## src/rtl/booth_product_accumulator_if.sv

```systemverilog
// Handshake bundle between the Booth multiplier product stream, the batch
// accumulator and the downstream sum consumer.
interface booth_product_accumulator_if #(
    parameter int PROD_W = 8,
    parameter int ACC_W  = 9,
    parameter int BATCH  = 4
);
    localparam int CNT_W = $clog2(BATCH + 1);

    logic signed [PROD_W-1:0] prod_in;
    logic                     prod_valid;
    logic                     prod_ready;
    logic                     clear;
    logic signed [ACC_W-1:0]  sum_out;
    logic                     sum_valid;
    logic                     sum_ready;
    logic                     sum_ovf;
    logic [CNT_W-1:0]         count;

    // master: product source plus sum consumer; slave: the accumulator
    modport master (
        output prod_in, prod_valid, clear, sum_ready,
        input  prod_ready, sum_out, sum_valid, sum_ovf, count
    );

    modport slave (
        input  prod_in, prod_valid, clear, sum_ready,
        output prod_ready, sum_out, sum_valid, sum_ovf, count
    );
endinterface

```

## src/rtl/booth_product_accumulator.sv

```systemverilog
// Sums BATCH signed products into a saturating accumulator and hands each
// batch sum, with its sticky overflow flag, to a valid/ready consumer.
module booth_product_accumulator #(
    parameter int PROD_W = 8,
    parameter int ACC_W  = 9,
    parameter int BATCH  = 4
) (
    input  logic                           clk,
    input  logic                           rst,
    booth_product_accumulator_if.slave     io
);
    localparam int CNT_W = $clog2(BATCH + 1);
    localparam logic signed [ACC_W-1:0] ACC_MAX = {1'b0, {(ACC_W-1){1'b1}}};
    localparam logic signed [ACC_W-1:0] ACC_MIN = {1'b1, {(ACC_W-1){1'b0}}};

    typedef enum logic {ACCUM, HOLD} state_t;

    state_t                  state_q, state_d;
    logic signed [ACC_W-1:0] acc_q, acc_d;
    logic [CNT_W-1:0]        cnt_q, cnt_d;
    logic                    ovf_q, ovf_d;
    logic signed [ACC_W-1:0] sum_q, sum_d;
    logic                    sum_valid_q, sum_valid_d;
    logic                    sum_ovf_q, sum_ovf_d;

    logic signed [ACC_W:0]   prod_ext;
    logic signed [ACC_W:0]   sum_wide;
    logic signed [ACC_W-1:0] acc_sat;
    logic                    sat_hi, sat_lo, sat;
    logic                    prod_ready;
    logic                    accept;
    logic                    last;

    // One guard bit is enough: two ACC_W-bit signed values always sum exactly in ACC_W+1 bits.
    assign prod_ext = {{(ACC_W + 1 - PROD_W){io.prod_in[PROD_W-1]}}, io.prod_in};
    assign sum_wide = {acc_q[ACC_W-1], acc_q} + prod_ext;
    assign sat_hi   = !sum_wide[ACC_W] &&  sum_wide[ACC_W-1];
    assign sat_lo   =  sum_wide[ACC_W] && !sum_wide[ACC_W-1];
    assign sat      = sat_hi || sat_lo;
    assign acc_sat  = sat_hi ? ACC_MAX : (sat_lo ? ACC_MIN : sum_wide[ACC_W-1:0]);

    assign prod_ready = (state_q == ACCUM) && !io.clear;
    assign accept     = io.prod_valid && prod_ready;
    assign last       = (cnt_q == CNT_W'(BATCH - 1));

    always_comb begin
        state_d     = state_q;
        acc_d       = acc_q;
        cnt_d       = cnt_q;
        ovf_d       = ovf_q;
        sum_d       = sum_q;
        sum_valid_d = sum_valid_q;
        sum_ovf_d   = sum_ovf_q;

        case (state_q)
            ACCUM: begin
                if (io.clear) begin
                    acc_d = '0;
                    cnt_d = '0;
                    ovf_d = 1'b0;
                end else if (accept) begin
                    if (last) begin
                        sum_d       = acc_sat;
                        sum_ovf_d   = ovf_q || sat;
                        sum_valid_d = 1'b1;
                        acc_d       = '0;
                        cnt_d       = '0;
                        ovf_d       = 1'b0;
                        state_d     = HOLD;
                    end else begin
                        acc_d = acc_sat;
                        ovf_d = ovf_q || sat;
                        cnt_d = cnt_q + CNT_W'(1);
                    end
                end
            end
            HOLD: begin
                // clear only scrubs the (already zero) batch state; the finished sum still drains.
                if (io.clear) begin
                    acc_d = '0;
                    cnt_d = '0;
                    ovf_d = 1'b0;
                end
                if (sum_valid_q && io.sum_ready) begin
                    sum_valid_d = 1'b0;
                    state_d     = ACCUM;
                end
            end
            default: state_d = ACCUM;
        endcase
    end

    always_ff @(posedge clk) begin
        if (rst) begin
            state_q     <= ACCUM;
            acc_q       <= '0;
            cnt_q       <= '0;
            ovf_q       <= 1'b0;
            sum_q       <= '0;
            sum_valid_q <= 1'b0;
            sum_ovf_q   <= 1'b0;
        end else begin
            state_q     <= state_d;
            acc_q       <= acc_d;
            cnt_q       <= cnt_d;
            ovf_q       <= ovf_d;
            sum_q       <= sum_d;
            sum_valid_q <= sum_valid_d;
            sum_ovf_q   <= sum_ovf_d;
        end
    end

    assign io.prod_ready = prod_ready;
    assign io.sum_out    = sum_q;
    assign io.sum_valid  = sum_valid_q;
    assign io.sum_ovf    = sum_ovf_q;
    assign io.count      = cnt_q;
endmodule

```

## src/flat_wrapper.sv

```systemverilog
// flat-port wrapper written by rule: the top's interface ports become plain ports
module booth_product_accumulator_flat 
#(
    parameter int PROD_W = 8,
    parameter int ACC_W  = 9,
    parameter int BATCH  = 4
)
  (clk, rst, io_prod_in, io_prod_valid, io_clear, io_sum_ready, io_prod_ready, io_sum_out, io_sum_valid, io_sum_ovf, io_count);
  booth_product_accumulator_if #(.PROD_W(PROD_W), .ACC_W(ACC_W), .BATCH(BATCH)) io_i ();
  input  logic clk;
  input  logic rst;
  input wire logic [$bits(io_i.prod_in)-1:0] io_prod_in;
  input wire logic [$bits(io_i.prod_valid)-1:0] io_prod_valid;
  input wire logic [$bits(io_i.clear)-1:0] io_clear;
  input wire logic [$bits(io_i.sum_ready)-1:0] io_sum_ready;
  output wire logic [$bits(io_i.prod_ready)-1:0] io_prod_ready;
  output wire logic [$bits(io_i.sum_out)-1:0] io_sum_out;
  output wire logic [$bits(io_i.sum_valid)-1:0] io_sum_valid;
  output wire logic [$bits(io_i.sum_ovf)-1:0] io_sum_ovf;
  output wire logic [$bits(io_i.count)-1:0] io_count;
  assign io_i.prod_in = io_prod_in;
  assign io_i.prod_valid = io_prod_valid;
  assign io_i.clear = io_clear;
  assign io_i.sum_ready = io_sum_ready;
  assign io_prod_ready = io_i.prod_ready;
  assign io_sum_out = io_i.sum_out;
  assign io_sum_valid = io_i.sum_valid;
  assign io_sum_ovf = io_i.sum_ovf;
  assign io_count = io_i.count;
  booth_product_accumulator #(.PROD_W(PROD_W), .ACC_W(ACC_W), .BATCH(BATCH)) u_core (.clk(clk), .rst(rst), .io(io_i));
endmodule
```

## config.mk

```make
export PLATFORM = sky130hd
export DESIGN_NAME = booth_product_accumulator_flat
export DESIGN_NICKNAME = d
export VERILOG_FILES = /design/src/rtl/booth_product_accumulator_if.sv /design/src/rtl/booth_product_accumulator.sv /design/src/flat_wrapper.sv
export SDC_FILE = /design/constraint.sdc
export NUM_CORES = 1
export LEC_CHECK = 0
export CORE_MARGIN = 1.5
export CORE_UTILIZATION = 45
export CTS_BUF_LIST = sky130_fd_sc_hd__clkbuf_8
export DETAILED_ROUTE_END_ITERATION = 6
export PLACE_DENSITY = 0.71
export SLEW_MARGIN = 20
export SYNTH_ARGS = -nofsm -noshare
export SYNTH_HDL_FRONTEND = slang
export SYNTH_SLANG_ARGS = --single-unit
```

## constraint.sdc

```tcl
create_clock -name clk -period 3 [get_ports clk]
set_input_delay 0.3 -clock clk [delete_from_list [all_inputs] [get_ports clk]]
set_output_delay 0.3 -clock clk [all_outputs]
set_load 0.02 [all_outputs]
```

# Yosys cells after proc, flatten, opt, wreduce, memory -nomap -nowiden

Index checks and enable logic that the tools add are counted.

Flip-flop bits (word level): 25
Bits of input ports: 13
Output and inout port bits: 15
Logic and storage cells: 58

$add $sub $neg: 2
Equality and inequality tests: 7
Mux-type cells: 27
Bitwise gates (word level): 2
Reductions and logical operators: 13

Operators by type and width:

| kind                  | number |
|---|---|
| $mux W9               | 6 |
| $pmux W9 S2           | 1 |
| $mux W1               | 12 |
| $mux W3               | 4 |
| $add A9 B8 Y10        | 1 |
| $reduce_and A4 Y1     | 2 |
| $ne A2 B2 Y1 const B  | 3 |
| $pmux W1 S2           | 3 |
| $pmux W3 S2           | 1 |
| $logic_and A1 B1 Y1   | 5 |
| $ne A2 B1 Y1 const B  | 2 |
| $add A3 B1 Y3 const B | 1 |
| $eq A3 B2 Y1 const B  | 1 |
| $logic_not A1 Y1      | 3 |
| $ne A3 B2 Y1 const B  | 1 |
| $logic_or A1 B1 Y1    | 2 |
| $not A1 Y1            | 2 |
| $reduce_and A2 Y1     | 1 |

# Logic depth before layout (Yosys ltp)

Gate-level depths: netlist of the first run.

Word-level depth: 9
Gate-level depth with buffers: 13
Gate-level depth less buffers: 13

# Least setup slack after synthesis of the first run

Ideal clock, no wire load.

Path kind: reg-to-reg
Start point: register u_core.acc_q[0]
End point: register u_core.sum_q[4], in the netlist u_core.io.sum_out[4]
Library setup time: 0.086 ns
Arrival time: 2.357 ns
Data required time: 2.914 ns
Slack: 0.558 ns
Cell stages (with the launch flop): 13
Buffers on the path: 1
Clock period less this slack: 2.442 ns
Cells stage by stage: dfxtp_1 -> ha_1 -> inv_1 -> fa_1 -> nor2b_1 -> o31a_1 -> o21ai_1 -> a21oi_1 -> xor2_1 -> ha_1 -> clkbuf_1 -> a31oi_1 -> a211oi_1

Longest elaborated chain between the ends: 5
Elaborated cells between the ends (all ways): 7
Those cells by class: add/sub (1); mux (2); reduce/logical (4)

RTL lines:

| element                  | RTL line                         | source |
|---|---|---|
| start: declaration       | booth_product_accumulator.sv:19  | `logic signed [ACC_W-1:0] acc_q, acc_d;` |
| start signal: assignment | booth_product_accumulator.sv:96  | `acc_q <= '0;` |
| start signal: assignment | booth_product_accumulator.sv:104 | `acc_q <= acc_d;` |
| $add A9 B8 Y10 (*)       | booth_product_accumulator.sv:36  | `assign sum_wide = {acc_q[ACC_W-1], acc_q} + prod_ext;` |
| $logic_not A1 Y1         | booth_product_accumulator.sv:38  | `assign sat_lo = sum_wide[ACC_W] && !sum_wide[ACC_W-1];` |
| $logic_and A1 B1 Y1      | booth_product_accumulator.sv:38  |  |
| $mux W9                  | booth_product_accumulator.sv:40  | `assign acc_sat = sat_hi ? ACC_MAX : (sat_lo ? ACC_MIN : sum_wide[ACC_W-1:0]);` |
| $mux W9 (*)              | booth_product_accumulator.sv:40  |  |
| end signal: assignment   | booth_product_accumulator.sv:107 | `sum_q <= sum_d;` |
| end: declaration         | booth_product_accumulator.sv:22  | `logic signed [ACC_W-1:0] sum_q, sum_d;` |

Mark *: on every way between the ends. The rest lies on a longest branch, timed or not.
A chain may end at the register's enable or synchronous reset.

# Worst setup path after layout of the first run

Start point: input port io_prod_in[0]
End point: register u_core.sum_q[6], in the netlist u_core.io.sum_out[6]

Longest elaborated chain between the ends: 5
Elaborated cells between the ends (all ways): 7
Those cells by class: add/sub (1); mux (2); reduce/logical (4)

RTL lines:

| element             | RTL line                        | source |
|---|---|---|
| start: declaration  | flat_wrapper.sv:12              | `input wire logic [$bits(io_i.prod_in)-1:0] io_prod_in;` |
| $add A9 B8 Y10 (*)  | booth_product_accumulator.sv:36 |  |
| $logic_not A1 Y1    | booth_product_accumulator.sv:38 |  |
| $logic_and A1 B1 Y1 | booth_product_accumulator.sv:38 |  |
| $mux W9             | booth_product_accumulator.sv:40 |  |
| $mux W9 (*)         | booth_product_accumulator.sv:40 |  |

Marks and branches as above.

==> results.md, run 1 <==
- Run status: finished, final reports clean
- Async set-reset flop share out of synthesis: 0%
- Grt met2 use: 34.9%
- First-pass GRT wire length: 5.47 mm
- Post-Syn Instances: 169
- Syn nets: 195
- Pin count of the biggest net entering global routing: 23
- Dpl hpwl: 2.52 mm
- Most frequent cells in the layout: clkdlybuf4s50_1 (27), nor2_1 (26), dfxtp_1 (25)
- Worst hold path type: flop to flop
- Clk root buf: clkbuf_8
- Clock transition at the registers of the reported paths: 90 ps
- WL per Instance: 13.6 microns
- CTS max path bufs: 2
- Largest family of logic cells by synthesized area: compound AO/OA/AOI/OAI gates
- Synthesis Warnings: 0
- Xor-xnor portion of the synthesized cell area: 1.88%
- Diode count: 0
- FP Rows: 20
- GP Congestion: 0.880
- Fmax achieved: 355 MHz
- GRT overflow: 0
- Initial drt markers: 50
- Layout area overhead: 27.4%
- Clk Latency, worst-skew pair: 270 ps
- Met1 GRT Util: 26.6%
- WHS: 447 ps
- CP delay by family, top: compound AO/OA/AOI/OAI gates
- Top_reg_cell synth: dfxtp_1
- Max stage delay cell, worst path: clkdlybuf4s50_1
- CTS Hold Buffers Added: 0
- Post-CTS setup buffer count: 0
- Port Buffers: 27
- Chip height: 58.8 microns
- Register area share after synthesis: 35.7%
- Nature of the critical path endpoint: flop
- Final setup viols: 0
- Vias per cell: 5.63
- Design area: 0.00179 sq mm
- 1st-pass router iterations: 4
- Post-CTS Resized: 0
- Starting Density: 46.7%
- Syn Area/Cell: 8.29 sq um
- Multiplexer share of the synthesized area: 0%
- Leak: 0.698 nW
- Skew final: 1.41 ps
- Met3 Usage GRT: 3.08%
- Gr usage total: 20.1%
- Tightest Pin Transition: 668 ps
- Synth Area in Compound Gates: 25.3%
- Rel. slew slack: 55.4%
- Via count: 1,318
- ANT nets after route: 0
- Die area: 0.00346 sq mm
- P per Cell Area: 408 mW/mm^2
- Seq cells post-synth: 25
- CTS sink count: 25
- VDD IR-drop max: 0.000292 V
- CTS buffer count: 3
- Max-cap viol count: 0
- Simple-gate share of the synthesized area: 21.6%
- Crit path DAT: 2940 ps
- Crit path launch type: primary input
- Crit Path Max Fanout: 5
- Adder-cell share of the synthesized area: 12.1%
- DRC Markers: 0
- Die X: 58.8 microns
- Critical path type: primary input to flop
- Core Region: 0.00300 sq mm
- Global routing's busiest layer: met2
- CP Cell Sequence: clkdlybuf4s50_1 -> ha_1 -> inv_1 -> fa_1 -> nor2b_1 -> o31a_1 -> o21ai_1 -> a21oi_1 -> xnor2_1 -> ha_1 -> inv_1 -> o31a_1 -> a21oi_1 -> a211oi_1
- Yosys cell types: 40
- Min Clock Period, post-route: 2820 ps
- EDFF count, synth: 0
- Number of global-route vias before repair: 1,239
- I/O Pins: 28
- CP peak stage delay: 460 ps
- Final Hold Fails: 0
- WP buf/inv: 3
- Drt total wl: 3.19 mm
- Initial antenna violation count: 0
- Nets: 228
- Post-Syn Area: 0.00140 sq mm
- Fin crit share: 93.9%
- Share of layout cells above drive strength 1: 7.96%
- RSZ-0062 raised after global routing: false
- Final Slew Violations: 0
- CTS tree: done
- Most common cell after layout, fill and taps aside: clkdlybuf4s50_1
- Worst Path Required: 3130 ps
- H-Tree Depth: 1
- DP Area: 0.00174 sq mm
cells by family after synthesis:
logic type               Yosys count
AO/OA/AOI/OAI                     53
XOR/XNOR                           3
adder cells (fa/ha/maj)           13
buffers and inverters             12
flip-flops                        25
AND/OR/NAND/NOR                   63
tightest hold or removal path, cell delays in order (launching register included):
cell and delay [ps]:
dfxtp_1 330, nand2_1 50, a21oi_1 30
worst paths after layout:
check                           from                   end  slack, ps  cells past startpoint
setup / recovery       io_prod_in[0]  u_core.io.sum_out[6]        180                     14
hold / removal    u_core.io.count[2]    u_core.io.count[2]        450                      2
setup reg to reg     u_core.acc_q[0]  u_core.io.sum_out[6]        330                     13
hold reg to reg   u_core.io.count[2]    u_core.io.count[2]        450                      2
area by class of cell:
cell class | instances | area (sq um)
Multi-Input combinational cell | 132 | 853
Inverter | 7 | 26.3
Fill cell | 287 | 1220
Sequential cell | 25 | 500
Timing Repair Buffer | 33 | 315
Clock buffer | 3 | 41.3
Tap cell | 33 | 41.3
Clock inverter | 1 | 7.51
per-stage QoR:
stage | TNS, ps | total power, mW | utilization, % | setup slack (ps) | cells
2_1_floorplan | 0 | 0.472 | - | 558 | 169
3_3_place_gp | 0 | 0.526 | 57.8 | 5.27 | 230
3_5_place_dp | -216 | 0.529 | 57.8 | -83.1 | 230
4_1_cts | 0 | 0.735 | 59.5 | 205 | 234
5_1_grt | 0 | 0.772 | 59.5 | 19.3 | 234
6_report | 0 | 0.729 | 59.5 | 183 | 234
routing by layer:
layer | routed length, microns | vias to the layer above
met5 | 0 | -
met3 | 131 | 4
met2 | 1530 | 30
met4 | 20 | 0
met1 | 1510 | 619
li1 | - | 665
power by group:
group | switching [mW] | total (mW) | internal (mW) | leakage (nW)
registers | 0.00549 | 0.347 | 0.341 | 0.202
clock network | 0.112 | 0.206 | 0.0941 | 0.0217
logic | 0.0963 | 0.176 | 0.0799 | 0.474
total | 0.214 | 0.729 | 0.515 | 0.698
registers in the layout (all words and copies together) (netlist names):
signal and count:
u_core.acc_q 9, u_core.io.count 3, u_core.io.sum_out 9, u_core.io.sum_ovf 1
u_core.io.sum_valid 1, u_core.ovf_q 1, u_core.state_q 1
Yosys cell counts, types with 2 or more instances:
cell type / count / share of area, %
xnor2_1: 2 / 1.3
nand2_1: 14 / 3.7
o21ai_0: 10 / 3.6
nor2_1: 26 / 7.0
nor3_1: 2 / 0.71
a21o_1: 3 / 1.6
nand4_1: 3 / 1.3
nand2b_1: 6 / 2.7
a31oi_1: 2 / 0.89
a21oi_1: 15 / 5.4
o21a_1: 2 / 1.1
nand3_1: 2 / 0.71
clkbuf_1: 2 / 0.54
a311oi_1: 2 / 1.3
a211oi_1: 7 / 3.7
o31a_1: 2 / 1.3
inv_1: 7 / 1.9
ha_1: 12 / 11
a22oi_1: 2 / 1.1
buf_2: 2 / 0.71
dfxtp_1: 25 / 36
nor2b_1: 3 / 1.3
Power figures use the tool's default switching activity.
==> run 2, diff against run 1 <==
Clock period 3 ns to 3.5 ns, I/O delays scaled along.
==> run 2 against run 1 <==
Net effect: non-clock buffer count is 5 lower; combinational power decreased by 17%; cell area down 2.2%; sequential power fell by 14%; total power down 16%; first-iteration DRC count fell by 24%; sequential cell count stayed put; count of clock-buffer cells in the layout did not move; die area did not move; global-route usage increased by 0.47 points; highest routed layer unchanged.
==> results.md, run 2 (same netlist as run 1, synthesis figures left out) <==
- Run status: finished, final reports clean
- Fin crit share: 84.8%
- Power after layout: 0.613 mW (-16%)
- Final Slew Violations: 0 (unchanged)
- CP Capture Point: u_core.io.sum_out[6]
- Drt total wl: 3.14 mm (-1.7%)
- Nets: 223 (-2.2%)
- Final Hold Fails: 0 (unchanged)
- Share of layout cells above drive strength 1: 5.61% (-2.3 points)
- Crit path launch type: primary input
- Design area: 0.00175 sq mm (-2.2%)
- CTS tree: done
- Port Buffers: 27 (unchanged)
- Fmax achieved: 337 MHz
- Max stage delay cell, worst path: clkdlybuf4s50_1
- GP Congestion: 0.860 (-2.3%)
- Die X: 58.8 microns (unchanged)
- Leak: 0.678 nW (-2.9%)
- H-Tree Depth: 1 (unchanged)
- Die area: 0.00346 sq mm (unchanged)
- Crit Path Max Fanout: 5 (unchanged)
- Vias per cell: 5.64 (about the same)
- Tightest Pin Transition: 769 ps (+100 ps)
- CTS buffer count: 3 (unchanged)
- Worst Setup SP: io_prod_in[0]
- 1st-pass router iterations: 4 (unchanged)
- Initial antenna violation count: 0 (unchanged)
- Most common cell after layout, fill and taps aside: clkdlybuf4s50_1
- Number of global-route vias before repair: 1,253 (+1.1%)
- CTS sink count: 25 (unchanged)
- Worst Path Required: 3620 ps (+490 ps)
- Nature of the critical path endpoint: flop
- Setup slack, reg-to-reg: 740 ps (+410 ps)
- Clk root buf: clkbuf_8
- WL per Instance: 13.7 microns (+0.42%)
- DP Area: 0.00170 sq mm (-2.2%)
- CTS max path bufs: 2 (unchanged)
- Post-CTS Resized: 0 (unchanged)
- Core Region: 0.00300 sq mm (unchanged)
- ANT nets after route: 0 (unchanged)
- Layout area overhead: 24.6%
- Diode count: 0 (unchanged)
- RSZ-0062 raised after global routing: false
- Starting Density: 46.7% (unchanged)
- Via count: 1,291 (-2.0%)
- Post-CTS setup buffer count: 0 (unchanged)
- I/O Pins: 28 (unchanged)
- Hold Crit Depth: 2 (unchanged)
- P per Cell Area: 351 mW/mm^2 (-14%)
- Worst reg-to-reg path cell count: 13 (unchanged)
- Worst hold path type: flop to flop
- CP Cell Sequence: clkdlybuf4s50_1 -> ha_1 -> inv_1 -> fa_1 -> nor2b_1 -> o31a_1 -> o21ai_1 -> a21oi_1 -> xnor2_1 -> ha_1 -> inv_1 -> o31a_1 -> a21oi_1 -> a211oi_1
- Initial drt markers: 38 (-24%)
- Post-route setup TNS: 0 ps (unchanged)
- Critical path type: primary input to flop
- Max-cap viol count: 0 (unchanged)
- Skew final: 2.48 ps (+1.07 ps)
- CP peak stage delay: 460 ps (about the same)
- Clk Latency, worst-skew pair: 270 ps (about the same)
- RR Endpoint: u_core.io.sum_out[6]
- GRT overflow: 0 (unchanged)
- Most frequent cells in the layout: clkdlybuf4s50_1 (27), nor2_1 (26), dfxtp_1 (25)
- Dpl hpwl: 2.39 mm (-5.2%)
- Min Clock Period, post-route: 2970 ps
- Crit path DAT: 3090 ps (+150 ps)
- VDD IR-drop max: 0.000157 V (-46%)
- Rel. slew slack: 48.4% (-7.1 points)
- CTS Hold Buffers Added: 0 (unchanged)
- Final setup viols: 0 (unchanged)
- Gr usage total: 20.6% (+0.47 points)
- Critical R2R Launch: u_core.acc_q[0]
- Chip height: 58.8 microns (unchanged)
- DRC Markers: 0 (unchanged)
- Clock transition at the registers of the reported paths: 90 ps (about the same)
- First-pass GRT wire length: 5.54 mm (+1.3%)
- FP Rows: 20 (unchanged)
- Pin count of the biggest net entering global routing: 23 (unchanged)
[run 2: cell count changes in the layout (fill, tap and decap cells not counted), sizes merged]
| cell | previous run | this run |
|---|---|---|
| buf | 6 | 1 |
| clkinv | 0 | 1 |
| clkinvlp | 1 | 0 |
[run 2: worst min-delay path by stage]
stage / start / slack (ps) / endpoint
after floorplan: u_core.acc_q[3] / 430 / u_core.acc_q[3]
after global placement: u_core.io.count[2] / 430 / u_core.io.count[2]
after detailed placement: u_core.io.count[2] / 440 / u_core.io.count[2]
after CTS: u_core.io.count[2] / 450 / u_core.io.count[2]
after global routing: u_core.io.count[2] / 490 / u_core.io.count[2]
final: u_core.io.count[2] / 450 / u_core.io.count[2]
[run 2: area by class of cell]
cell class | instances | area [sq um]
Clock buffer | 3 | 41.3
Clock inverter | 1 | 5.00
Fill cell | 286 | 1260
Inverter | 7 | 26.3
Multi-Input combinational cell | 132 | 853
Sequential cell | 25 | 500
Tap cell | 33 | 41.3
Timing Repair Buffer | 28 | 278
[run 2: metrics by stage]
| step | instances | util (%) | worst slack, ps | hold WS (ps) |
|---|---|---|---|---|
| finish | 229 | 58.1 | 532 | 450 |
| global route | 229 | 58.1 | 252 | 494 |
| CTS | 229 | 58.1 | 563 | 455 |
| detailed placement | 225 | 56.6 | 280 | 441 |
| global placement | 225 | 56.6 | 357 | 433 |
| floorplan | 169 | - | 1020 | 429 |
[run 2: critical path: cells and delay by family]
family,cells,cell delay [ps]
compound gates,6,970
simple gates,1,200
xor+xnor,1,160
fa+ha+maj,3,770
buf+inv,3,630
[run 2: report_power, final]
part / total (mW) / switching [mW] / internal (mW)
clock: 0.170 / 0.0904 / 0.0796
sequential: 0.297 / 0.00479 / 0.292
combinational: 0.146 / 0.0808 / 0.0653
[run 2: layer usage]
layer | vias to the layer above | wire length [microns] | GRT usage [%]
met5 | - | 0 | 0
met4 | 0 | 63 | 10.4
met3 | 7 | 147 | 2.20
met2 | 43 | 1490 | 33.2
met1 | 590 | 1440 | 27.3
li1 | 651 | - | -
==> run 3, diff against run 2 <==
Clock period 3.5 ns to 3.1 ns, I/O delays scaled along.
==> run 3 against run 2 <==
Net effect: sequential share of layout area decreased by 0.39 points; routed wire length increased by 3.3%; critical path type unchanged; core utilization is 0.79 points higher; clock power rose by 17%; cell area rose by 1.4%; first-iteration DRC count fell by 37%; combinational power is 16% higher; die area is the same; clock skew up 1.9 ps; critical endpoint unchanged; critical path depth is the same; setup slack worse by 240 ps.
==> results.md, run 3 (same netlist as run 1, synthesis figures left out) <==
- Clock transition at the registers of the reported paths: 90 ps (about the same)
- Die X: 58.8 microns (unchanged)
- Filler Cells Inserted: 271 (-5.2%)
- Port Buffers: 27 (unchanged)
- Nature of the critical path endpoint: flop
- Final Slew Violations: 0 (unchanged)
- GRT overflow: 0 (unchanged)
- Max stage delay cell, worst path: clkdlybuf4s50_1
- Skew final: 4.39 ps (+1.91 ps)
- Die area: 0.00346 sq mm (unchanged)
- CTS sink count: 25 (unchanged)
- GP Congestion: 0.909 (+5.7%)
- Layout area overhead: 26.3%
- FP Rows: 20 (unchanged)
- Pin count of the biggest net entering global routing: 23 (unchanged)
- Initial drt markers: 24 (-37%)
- CTS buffer count: 3 (unchanged)
- Fmax achieved: 355 MHz
- Final setup viols: 0 (unchanged)
- Drt total wl: 3.24 mm (+3.3%)
- ANT nets after route: 0 (unchanged)
- VDD IR-drop max: 0.000211 V (+34%)
- Gr usage total: 20.5% (-0.13 points)
- Post-Place Setup Slack: -19.1 ps (-299 ps)
- Min Clock Period, post-route: 2810 ps
- CTS max path bufs: 2 (unchanged)
- WL per Instance: 14.0 microns (+2.4%)
- Crit path launch type: primary input
- CP Cell Sequence: clkdlybuf4s50_1 -> ha_1 -> inv_1 -> fa_1 -> nor2b_1 -> o31a_1 -> o21ai_1 -> a21oi_2 -> xnor2_1 -> ha_1 -> inv_1 -> o31a_1 -> a21oi_1 -> a211oi_1
- Chip height: 58.8 microns (unchanged)
- I/O Pins: 28 (unchanged)
- Fin crit share: 90.7%
- Max-cap viol count: 0 (unchanged)
- RSZ-0062 raised after global routing: false
- Vias per cell: 5.61 (-0.41%)
- Starting Density: 46.7% (unchanged)
- Via count: 1,297 (+0.46%)
- H-Tree Depth: 1 (unchanged)
- DRC Markers: 0 (unchanged)
- Diode count: 0 (unchanged)
- Post-route setup TNS: 0 ps (unchanged)
- First-pass GRT wire length: 5.55 mm (+0.13%)
- CP peak stage delay: 460 ps (about the same)
- P per Cell Area: 399 mW/mm^2 (+14%)
- Leak: 0.682 nW (+0.63%)
- Initial antenna violation count: 0 (unchanged)
- Clk root buf: clkbuf_8
- Crit path DAT: 2940 ps (-150 ps)
- Post-CTS setup buffer count: 0 (unchanged)
- Final std cells w/o fill: 231 (+0.87%)
- Core Region: 0.00300 sq mm (unchanged)
- Worst hold path type: flop to flop
- Critical path type: primary input to flop
- CTS tree: done
- Tightest Pin Transition: 779 ps (+10.7 ps)
- Most frequent cells in the layout: clkdlybuf4s50_1 (27), nor2_1 (26), dfxtp_1 (25)
- Most common cell after layout, fill and taps aside: clkdlybuf4s50_1
- Clk Latency, worst-skew pair: 270 ps (about the same)
- Nets: 225 (+0.90%)
- Dpl hpwl: 2.46 mm (+3.1%)
- 1st-pass router iterations: 4 (unchanged)
- Share of layout cells above drive strength 1: 7.58% (+2.0 points)
- Placed cells: 227 (+0.89%)
- Run status: finished, final reports clean
- Final Hold Fails: 0 (unchanged)
- Rel. slew slack: 47.7% (-0.72 points)
- Worst Path Required: 3230 ps (-390 ps)
- PnR worst setup slack: 287 ps (-245 ps)
- Number of global-route vias before repair: 1,260 (+0.56%)
- Crit Path Max Fanout: 5 (unchanged)
## run 3: worst max-delay path: cells and delay by family
kind            cells  cell delay [ps]
compound gates      6              910
simple gates        1              160
xor+xnor            1              150
fa+ha+maj           3              770
buf+inv             3              640
## run 3: timing repair
item                       CTS  global route
setup endpoints to repair    0             6
resized for setup            0             2
hold buffers                 0             0
## run 3: through the flow
| stage | hold slack, ps | utilization [%] | cell area [sq um] | total power, mW |
|---|---|---|---|---|
| global route | 489 | 58.9 | 1770 | 0.744 |
| detailed placement | 438 | 57.1 | 1710 | 0.509 |
| floorplan | 429 | - | 1400 | 0.457 |
| finish | 451 | 58.9 | 1770 | 0.706 |
| global placement | 432 | 57.1 | 1710 | 0.506 |
| CTS | 452 | 58.7 | 1760 | 0.708 |
## run 3: final timing paths
path,startpoint,endpoint,slack (ps),cells past startpoint
worst max-delay path,io_prod_in[0],u_core.io.sum_out[6],290,14
worst min-delay path,u_core.io.count[2],u_core.io.count[2],450,2
worst max register to register,u_core.acc_q[0],u_core.io.sum_out[6],430,13
worst min register to register,u_core.io.count[2],u_core.io.count[2],450,2
## run 3: power breakdown
| part | total [mW] | leakage, nW | internal, mW | switching [mW] |
|---|---|---|---|---|
| sequential | 0.336 | 0.202 | 0.330 | 0.00567 |
| combinational | 0.170 | 0.458 | 0.0755 | 0.0950 |
| clock | 0.199 | 0.0217 | 0.0911 | 0.108 |
## run 3: metal layers
metal  wire length (microns)  GRT usage (%)  vias up
li1                        -              -      655
met1                    1500           27.3      602
met2                    1590           35.1       38
met3                     125           2.20        2
met4                      18           5.52        0
met5                       0              0        -
## run 3: layout make-up
cell class	count	area (sq um)	share of cell area, %
clock buffer	3	41.3	2.33
clock inverter	1	7.51	0.424
inverter	7	26.3	1.49
multi-input combinational	132	860	48.6
sequential	25	500	28.3
tap	33	41.3	2.33
timing repair buffer	30	293	16.5
